--- src/rtl/multicycle_controller.sv ---
// Main control FSM for the multi-cycle RV32 datapath: sequences fetch, decode,
// execute, memory and writeback over a shared memory port and a shared ALU.
module multicycle_controller #(
    parameter int RESET_STALL_CYCLES = 1
) (
    input  logic       clk_i,
    input  logic       rst_ni,
    input  logic [6:0] opcode_i,
    input  logic       zero_i,
    input  logic       mem_ready_i,
    output logic       mem_req_o,
    output logic       mem_read_o,
    output logic       mem_write_o,
    output logic       adr_src_o,
    output logic       ir_write_o,
    output logic       pc_write_o,
    output logic       reg_write_o,
    output logic [1:0] result_src_o,
    output logic [1:0] alu_src_a_o,
    output logic [1:0] alu_src_b_o,
    output logic [1:0] ALU_op_o,
    output logic       retire_o,
    output logic       illegal_o
);

    localparam logic [3:0] S_START   = 4'd0;
    localparam logic [3:0] S_FETCH   = 4'd1;
    localparam logic [3:0] S_DECODE  = 4'd2;
    localparam logic [3:0] S_MEM_ADR = 4'd3;
    localparam logic [3:0] S_MEM_RD  = 4'd4;
    localparam logic [3:0] S_MEM_WB  = 4'd5;
    localparam logic [3:0] S_MEM_WR  = 4'd6;
    localparam logic [3:0] S_EXEC_R  = 4'd7;
    localparam logic [3:0] S_EXEC_I  = 4'd8;
    localparam logic [3:0] S_ALU_WB  = 4'd9;
    localparam logic [3:0] S_BRANCH  = 4'd10;
    localparam logic [3:0] S_JAL     = 4'd11;
    localparam logic [3:0] S_TRAP    = 4'd12;

    localparam logic [6:0] OP_LOAD   = 7'b0000011;
    localparam logic [6:0] OP_STORE  = 7'b0100011;
    localparam logic [6:0] OP_RTYPE  = 7'b0110011;
    localparam logic [6:0] OP_ITYPE  = 7'b0010011;
    localparam logic [6:0] OP_BRANCH = 7'b1100011;
    localparam logic [6:0] OP_JAL    = 7'b1101111;

    localparam logic [3:0] STALL_LAST = 4'(RESET_STALL_CYCLES - 1);

    typedef struct packed {
        logic       mem_req;
        logic       mem_read;
        logic       mem_write;
        logic       adr_src;
        logic       reg_write;
        logic [1:0] result_src;
        logic [1:0] alu_src_a;
        logic [1:0] alu_src_b;
        logic [1:0] alu_op;
        logic       retire;
        logic       illegal;
    } ctrl_t;

    // Moore control word for a state; unlisted fields stay 0.
    function automatic ctrl_t moore_decode(input logic [3:0] st);
        ctrl_t c;
        c = '0;
        case (st)
            S_FETCH: begin
                c.mem_req    = 1'b1;
                c.result_src = 2'b10;
                c.alu_src_b  = 2'b10;
            end
            S_DECODE: begin
                c.alu_src_a = 2'b01;
                c.alu_src_b = 2'b01;
            end
            S_MEM_ADR: begin
                c.alu_src_a = 2'b10;
                c.alu_src_b = 2'b01;
            end
            S_MEM_RD: begin
                c.mem_req  = 1'b1;
                c.mem_read = 1'b1;
                c.adr_src  = 1'b1;
            end
            S_MEM_WB: begin
                c.result_src = 2'b01;
                c.reg_write  = 1'b1;
                c.retire     = 1'b1;
            end
            S_MEM_WR: begin
                c.mem_req   = 1'b1;
                c.mem_write = 1'b1;
                c.adr_src   = 1'b1;
            end
            S_EXEC_R: begin
                c.alu_src_a = 2'b10;
                c.alu_op    = 2'b10;
            end
            S_EXEC_I: begin
                c.alu_src_a = 2'b10;
                c.alu_src_b = 2'b01;
                c.alu_op    = 2'b10;
            end
            S_ALU_WB: begin
                c.reg_write = 1'b1;
                c.retire    = 1'b1;
            end
            S_BRANCH: begin
                c.alu_src_a = 2'b10;
                c.alu_op    = 2'b01;
                c.retire    = 1'b1;
            end
            S_JAL: begin
                c.alu_src_a = 2'b01;
                c.alu_src_b = 2'b10;
            end
            S_TRAP: begin
                c.illegal = 1'b1;
            end
            default: begin
                c = '0;
            end
        endcase
        return c;
    endfunction

    logic [3:0] state_q, state_d;
    logic [3:0] cnt_q, cnt_d;
    ctrl_t      ctrl_q, ctrl_d;
    logic       fetch_done_s;
    logic       store_done_s;

    // Next-state and reset-stall counter logic; unknown state codes park in TRAP.
    always_comb begin
        state_d = state_q;
        cnt_d   = cnt_q;
        case (state_q)
            S_START: begin
                if (cnt_q == STALL_LAST) begin
                    cnt_d   = 4'd0;
                    state_d = S_FETCH;
                end else begin
                    cnt_d = cnt_q + 4'd1;
                end
            end
            S_FETCH: begin
                if (mem_ready_i) begin
                    state_d = S_DECODE;
                end else begin
                    state_d = S_FETCH;
                end
            end
            S_DECODE: begin
                case (opcode_i)
                    OP_LOAD, OP_STORE: state_d = S_MEM_ADR;
                    OP_RTYPE:          state_d = S_EXEC_R;
                    OP_ITYPE:          state_d = S_EXEC_I;
                    OP_BRANCH:         state_d = S_BRANCH;
                    OP_JAL:            state_d = S_JAL;
                    default:           state_d = S_TRAP;
                endcase
            end
            S_MEM_ADR: begin
                if (opcode_i == OP_STORE) begin
                    state_d = S_MEM_WR;
                end else begin
                    state_d = S_MEM_RD;
                end
            end
            S_MEM_RD: begin
                if (mem_ready_i) begin
                    state_d = S_MEM_WB;
                end else begin
                    state_d = S_MEM_RD;
                end
            end
            S_MEM_WR: begin
                if (mem_ready_i) begin
                    state_d = S_FETCH;
                end else begin
                    state_d = S_MEM_WR;
                end
            end
            S_MEM_WB, S_ALU_WB, S_BRANCH: state_d = S_FETCH;
            S_EXEC_R, S_EXEC_I, S_JAL:    state_d = S_ALU_WB;
            S_TRAP:                       state_d = S_TRAP;
            default:                      state_d = S_TRAP;
        endcase
    end

    // Moore outputs are registered from the next state so they line up with state_q.
    always_comb begin
        ctrl_d = moore_decode(state_d);
    end

    // State, stall counter and registered control word; reset clears all outputs.
    always_ff @(posedge clk_i or negedge rst_ni) begin
        if (!rst_ni) begin
            state_q <= S_START;
            cnt_q   <= 4'd0;
            ctrl_q  <= '0;
        end else begin
            state_q <= state_d;
            cnt_q   <= cnt_d;
            ctrl_q  <= ctrl_d;
        end
    end

    // Handshake-dependent qualifiers for the Mealy outputs.
    always_comb begin
        fetch_done_s = (state_q == S_FETCH) && mem_ready_i;
        store_done_s = (state_q == S_MEM_WR) && mem_ready_i;
    end

    assign mem_req_o    = ctrl_q.mem_req;
    assign mem_read_o   = ctrl_q.mem_read;
    assign mem_write_o  = ctrl_q.mem_write;
    assign adr_src_o    = ctrl_q.adr_src;
    assign reg_write_o  = ctrl_q.reg_write;
    assign result_src_o = ctrl_q.result_src;
    assign alu_src_a_o  = ctrl_q.alu_src_a;
    assign alu_src_b_o  = ctrl_q.alu_src_b;
    assign ALU_op_o     = ctrl_q.alu_op;
    assign illegal_o    = ctrl_q.illegal;
    assign ir_write_o   = fetch_done_s;
    assign pc_write_o   = fetch_done_s
                        | ((state_q == S_BRANCH) && zero_i)
                        | (state_q == S_JAL);
    assign retire_o     = ctrl_q.retire | store_done_s;

endmodule

--- config.mk ---
export PLATFORM = sky130hd
export DESIGN_NAME = multicycle_controller
export DESIGN_NICKNAME = d
export VERILOG_FILES = /design/src/rtl/multicycle_controller.sv
export SDC_FILE = /design/constraint.sdc
export NUM_CORES = 1
export LEC_CHECK = 0
export ABC_AREA = 1
export BUFFER_PORTS_ARGS = -buffer_cell sky130_fd_sc_hd__buf_2
export CORE_UTILIZATION = 40
export DETAILED_ROUTE_END_ITERATION = 10
export PLACE_DENSITY = 0.65
export SYNTH_ARGS = -nofsm -noshare
export SYNTH_HDL_FRONTEND = slang
export SYNTH_SLANG_ARGS = --single-unit
--- constraint.sdc ---
create_clock -name clk_i -period 2.5 [get_ports clk_i]
set_clock_uncertainty 0.15 [all_clocks]
set_input_delay 0.125 -clock clk_i [delete_from_list [all_inputs] [get_ports clk_i]]
set_output_delay 0.125 -clock clk_i [all_outputs]
set_load 0.05 [all_outputs]
### Word-level counts from Yosys, hierarchy flattened

Index checks and enable logic that the tools add are counted.

* register bits after elaboration: 23
* input port bits: 11
* logic and storage cells: 82
* output and inout port bits: 17

* add/subtract/negate cells: 1
* eq/ne operators: 29
* mux-type cells: 19
* bitwise gates (word level): 3
* reductions and logical operators: 17

Operator list (number)
* $eq 4x4->1 const B: 9
* $eq 4x3->1 const B: 8
* $pmux 4 s8: 1
* $pmux 4 s5: 1
* $eq 4x2->1 const B: 4
* $pmux 2 s2: 4
* $reduce_or 3->1: 5
* $eq 7x6->1 const B: 2
* $eq 7x7->1 const B: 2
* $reduce_or 2->1: 6
* $eq 4x1->1 const B: 2
* $logic_not 4->1: 2
* $mux 1: 8
* $mux 4: 2
* $eq 7x2->1 const B: 1
* $eq 7x5->1 const B: 1
* $add 4x1->4 const B: 1
* $mux 2: 2
* $reduce_or 4->1: 1
* $logic_and 1x1->1: 3
* $mux 3: 1
* $or 1x1->1: 3

### Longest topological paths before layout

* depth after elaboration: 7
* depth in mapped cells: 11

### Worst setup path before layout

No wires, ideal clock.

* path type: register to register
* start: register cnt_q[0]
* end: register ctrl_q, in the netlist mem_req_o
* buffers on the path: 0
* required time: 2222 ps
* data arrival time: 1275 ps
* cell stages (with the launch flop): 11
* setup slack: 947 ps
* cells stage by stage: dfrtp_1 > inv_1 > ha_1 > nor3b_1 > nand2_1 > nand2_1 > nor2_2 > nand2_2 > nor2_2 > nand3_1 > nand3_1

RTL lines
* from (decl): RTL line 129 `logic [3:0] cnt_q, cnt_d;`
* from (signal assigned): RTL line 205 `cnt_q <= cnt_d;`
* to (signal assigned): RTL line 206 `ctrl_q <= ctrl_d;`
* to (decl): RTL line 130 `ctrl_t ctrl_q, ctrl_d;`

==> reports/metrics.cfg <==
[routing]
dr.pass1.iters = 7
post_drt_wl_per_cell_um = 10.9
drtIter0Drc = 31
drt-total-wl_um = 2290
vias_per_cell = 4.92
ant_nets = 0
via_count = 1028
drc = 3

[setup_path]
required_ns = 2.56
cp-end-kind = flop
worstPathMaxFanout = 4
start_kind = flop
path_class = reg2reg
crit_chain = inv_1, ha_1, nor3b_1, nand2_1, nand2_1, nor2_2, nand2_2, nor2_2, nand3_1, nand3_1
crit_start = cnt_q[0]
r2r_start = cnt_q[0]
cp_slowest_cell = dfrtp_1
ff2ff_setup_slack_ns = 0.66
ff2ff_path_depth = 10
crit_arrival_ns = 1.90
max_stage_delay_ns = 0.43
r2r_end = mem_req_o

[cts]
clk_latency_ns = 0.32
cts_tree = built
clkSinkCount = 23
cts_made_buffers = 3
cts_max_level = 1
root_buffer = clkbuf_4
cts_buffer_depth = 2
clk_pin_slew_ns = 0.12

[floorplan]
die_area_sq_um = 3350
initial_core_util_pct = 43.7
pin_count = 28
die_w_um = 57.8
coreArea_sq_um = 2850
die_y_um = 57.8
rows = 19

[status]
outcome = finished, violations left
failed_checks = DRC

[logic_synthesis]
synth_seq_cells = 23
ys_warn_count = 0
syn-instance-count = 153
synth-seq-area-share_pct = 46.1
synth_cell_types = 24
netlist_area_sq_um = 1250
syn-num-nets = 166
synth_area_per_cell_sq_um = 8.15

[sta]
setup_violations = 0
period_share_pct = 73.5
min_period_ns = 1.84
relSlewSlack_pct = 67.3
tns_ns = 0
hold_viol_final = 0
whs_ns = 0.114
tightest_slew_ns = 0.490
max_freq_ghz = 0.544
fin_ws_ns = 0.662
slew_violations = 0
rsz0062_at_grt = false

[power]
power_density_nw_per_um2 = 1140
leakage_nw = 0.847
ir_drop_uv = 321

[layout]
layout_common_cells = nand2_1 (32), buf_2 (27), dfrtp_1 (23)
layout_commonest_cell = nand2_1
layout.cells.non_filler = 209
diodes = 0
area_growth_pct = 12.9
drive_above_1_share_pct = 29.2
regArea_sq_um = 576
multi_input_area_sq_um = 514
fill_cells = 293
fin_nets = 192

[min_path]
hp-class = in2reg
min_from = opcode_i[5]
hold_end = ALU_op_o[0]
min_path_cells = 5

[placement]
place_inst = 203
gp_congestion = 0.963
dp_worst_setup_slack_ns = 0.693
io_buffers = 27
dpl.hpwl_um = 1830

[global_routing]
grt_pass1_wl_um = 4160
antenna_found_initial = 0
grt_usage_pct = 16.3
grt_pass1_vias = 1006
gr-total-overflow = 0
grt_max_degree = 24

[run]
max_cap_viol_count = 0

## Yosys cell counts
| library cell | count | area, sq um |
|---|---|---|
| nand2_1 | 32 | 120 |
| dfrtp_1 | 23 | 576 |
| inv_1 | 21 | 78.8 |
| nor2_1 | 14 | 52.6 |
| nand3_1 | 11 | 55.1 |
| buf_4 | 8 | 60.1 |
| nor2_2 | 6 | 37.5 |
| inv_2 | 5 | 18.8 |
| a21oi_1 | 4 | 20.0 |
| nand4_1 | 4 | 25.0 |
| o21ai_0 | 4 | 20.0 |
| o21ai_1 | 4 | 20.0 |
| nand3_2 | 3 | 30.0 |
| ha_1 | 2 | 25.0 |
| nand2_2 | 2 | 12.5 |
| nor2_4 | 2 | 22.5 |
| a21oi_4 | 1 | 16.3 |
| a31o_2 | 1 | 8.76 |
| nand2_4 | 1 | 11.3 |
| nand3b_1 | 1 | 7.51 |
| nor3_1 | 1 | 5.00 |
| nor3b_1 | 1 | 7.51 |
| xnor2_1 | 1 | 8.76 |
| xor2_1 | 1 | 8.76 |
## layout make-up
cell class              count  area share [%]
clock buffers               3            1.60
clock inverters             1           0.355
inverters                  26            6.93
multi-input cells          96            36.5
flip-flops and latches     23            40.9
well taps                  31            2.75
repair buffers             29            11.0
## worst max-delay path, delay by kind of cell (launching register included)
family	cells	cell delay, ns
buffers and inverters	1	0.09
adder cells (fa/ha/maj)	1	0.15
flip-flops	1	0.43
AND/OR/NAND/NOR	8	0.92
## flip-flops by register name (all words and copies together), names as in the netlist
register / flops
cnt_q: 4
state_q: 4
ALU_op_o: 2
alu_src_a_o: 2
alu_src_b_o: 2
result_src_o: 2
adr_src_o: 1
ctrl_q: 1
illegal_o: 1
mem_read_o: 1
mem_req_o: 1
mem_write_o: 1
reg_write_o: 1
## per-stage QoR
stage               total power (W)  cell area, sq um  util (%)
finish                      0.00161              1410      49.4
global route                0.00173              1410      49.4
CTS                         0.00162              1410      49.4
detailed placement          0.00145              1360      47.7
global placement            0.00144              1360      47.7
floorplan                   0.00131              1250         -
## per-layer routing
metal / up-vias / routed length (um) / track usage (%)
met5: - / 0 / 0
met4: 0 / 73 / 9.86
met3: 9 / 147 / 1.34
met2: 40 / 992 / 26.9
met1: 460 / 1070 / 20.7
li1: 519 / - / -
## worst max-delay path by stage
stage / to / cells after the start / slack (ns)
after CTS: pc_write_o / 4 / 0.67
after floorplan: mem_req_o / 10 / 0.95
final: mem_req_o / 10 / 0.66
after detailed placement: mem_req_o / 10 / 0.69
after global placement: ALU_op_o[1] / 10 / 0.85
after global routing: mem_req_o / 10 / 0.49
## logic make-up after synthesis
family                     share of synthesized area, %
adders and majority gates                          2.01
DFF                                                46.1
buffers and inverters                              12.6
xor gates and xnor gates                           1.40
AOI/OAI and AO/OA                                  6.82
and+or+nand+nor                                    31.0
## report_power, final
group | internal [W] | switching, W | leakage [nW]
logic | 0.000227 | 0.000693 | 0.521
registers | 0.000473 | 0.0000453 | 0.308
clock network | 0.0000600 | 0.000112 | 0.0177
total | 0.000760 | 0.000851 | 0.847
## repair_timing
action	CTS	global route
endpoints found under the hold margin	26	0
setup buffers	0	0
gates resized for setup	0	0
hold buffers	2	0
Note: power is estimated with default switching activity, not from simulation.
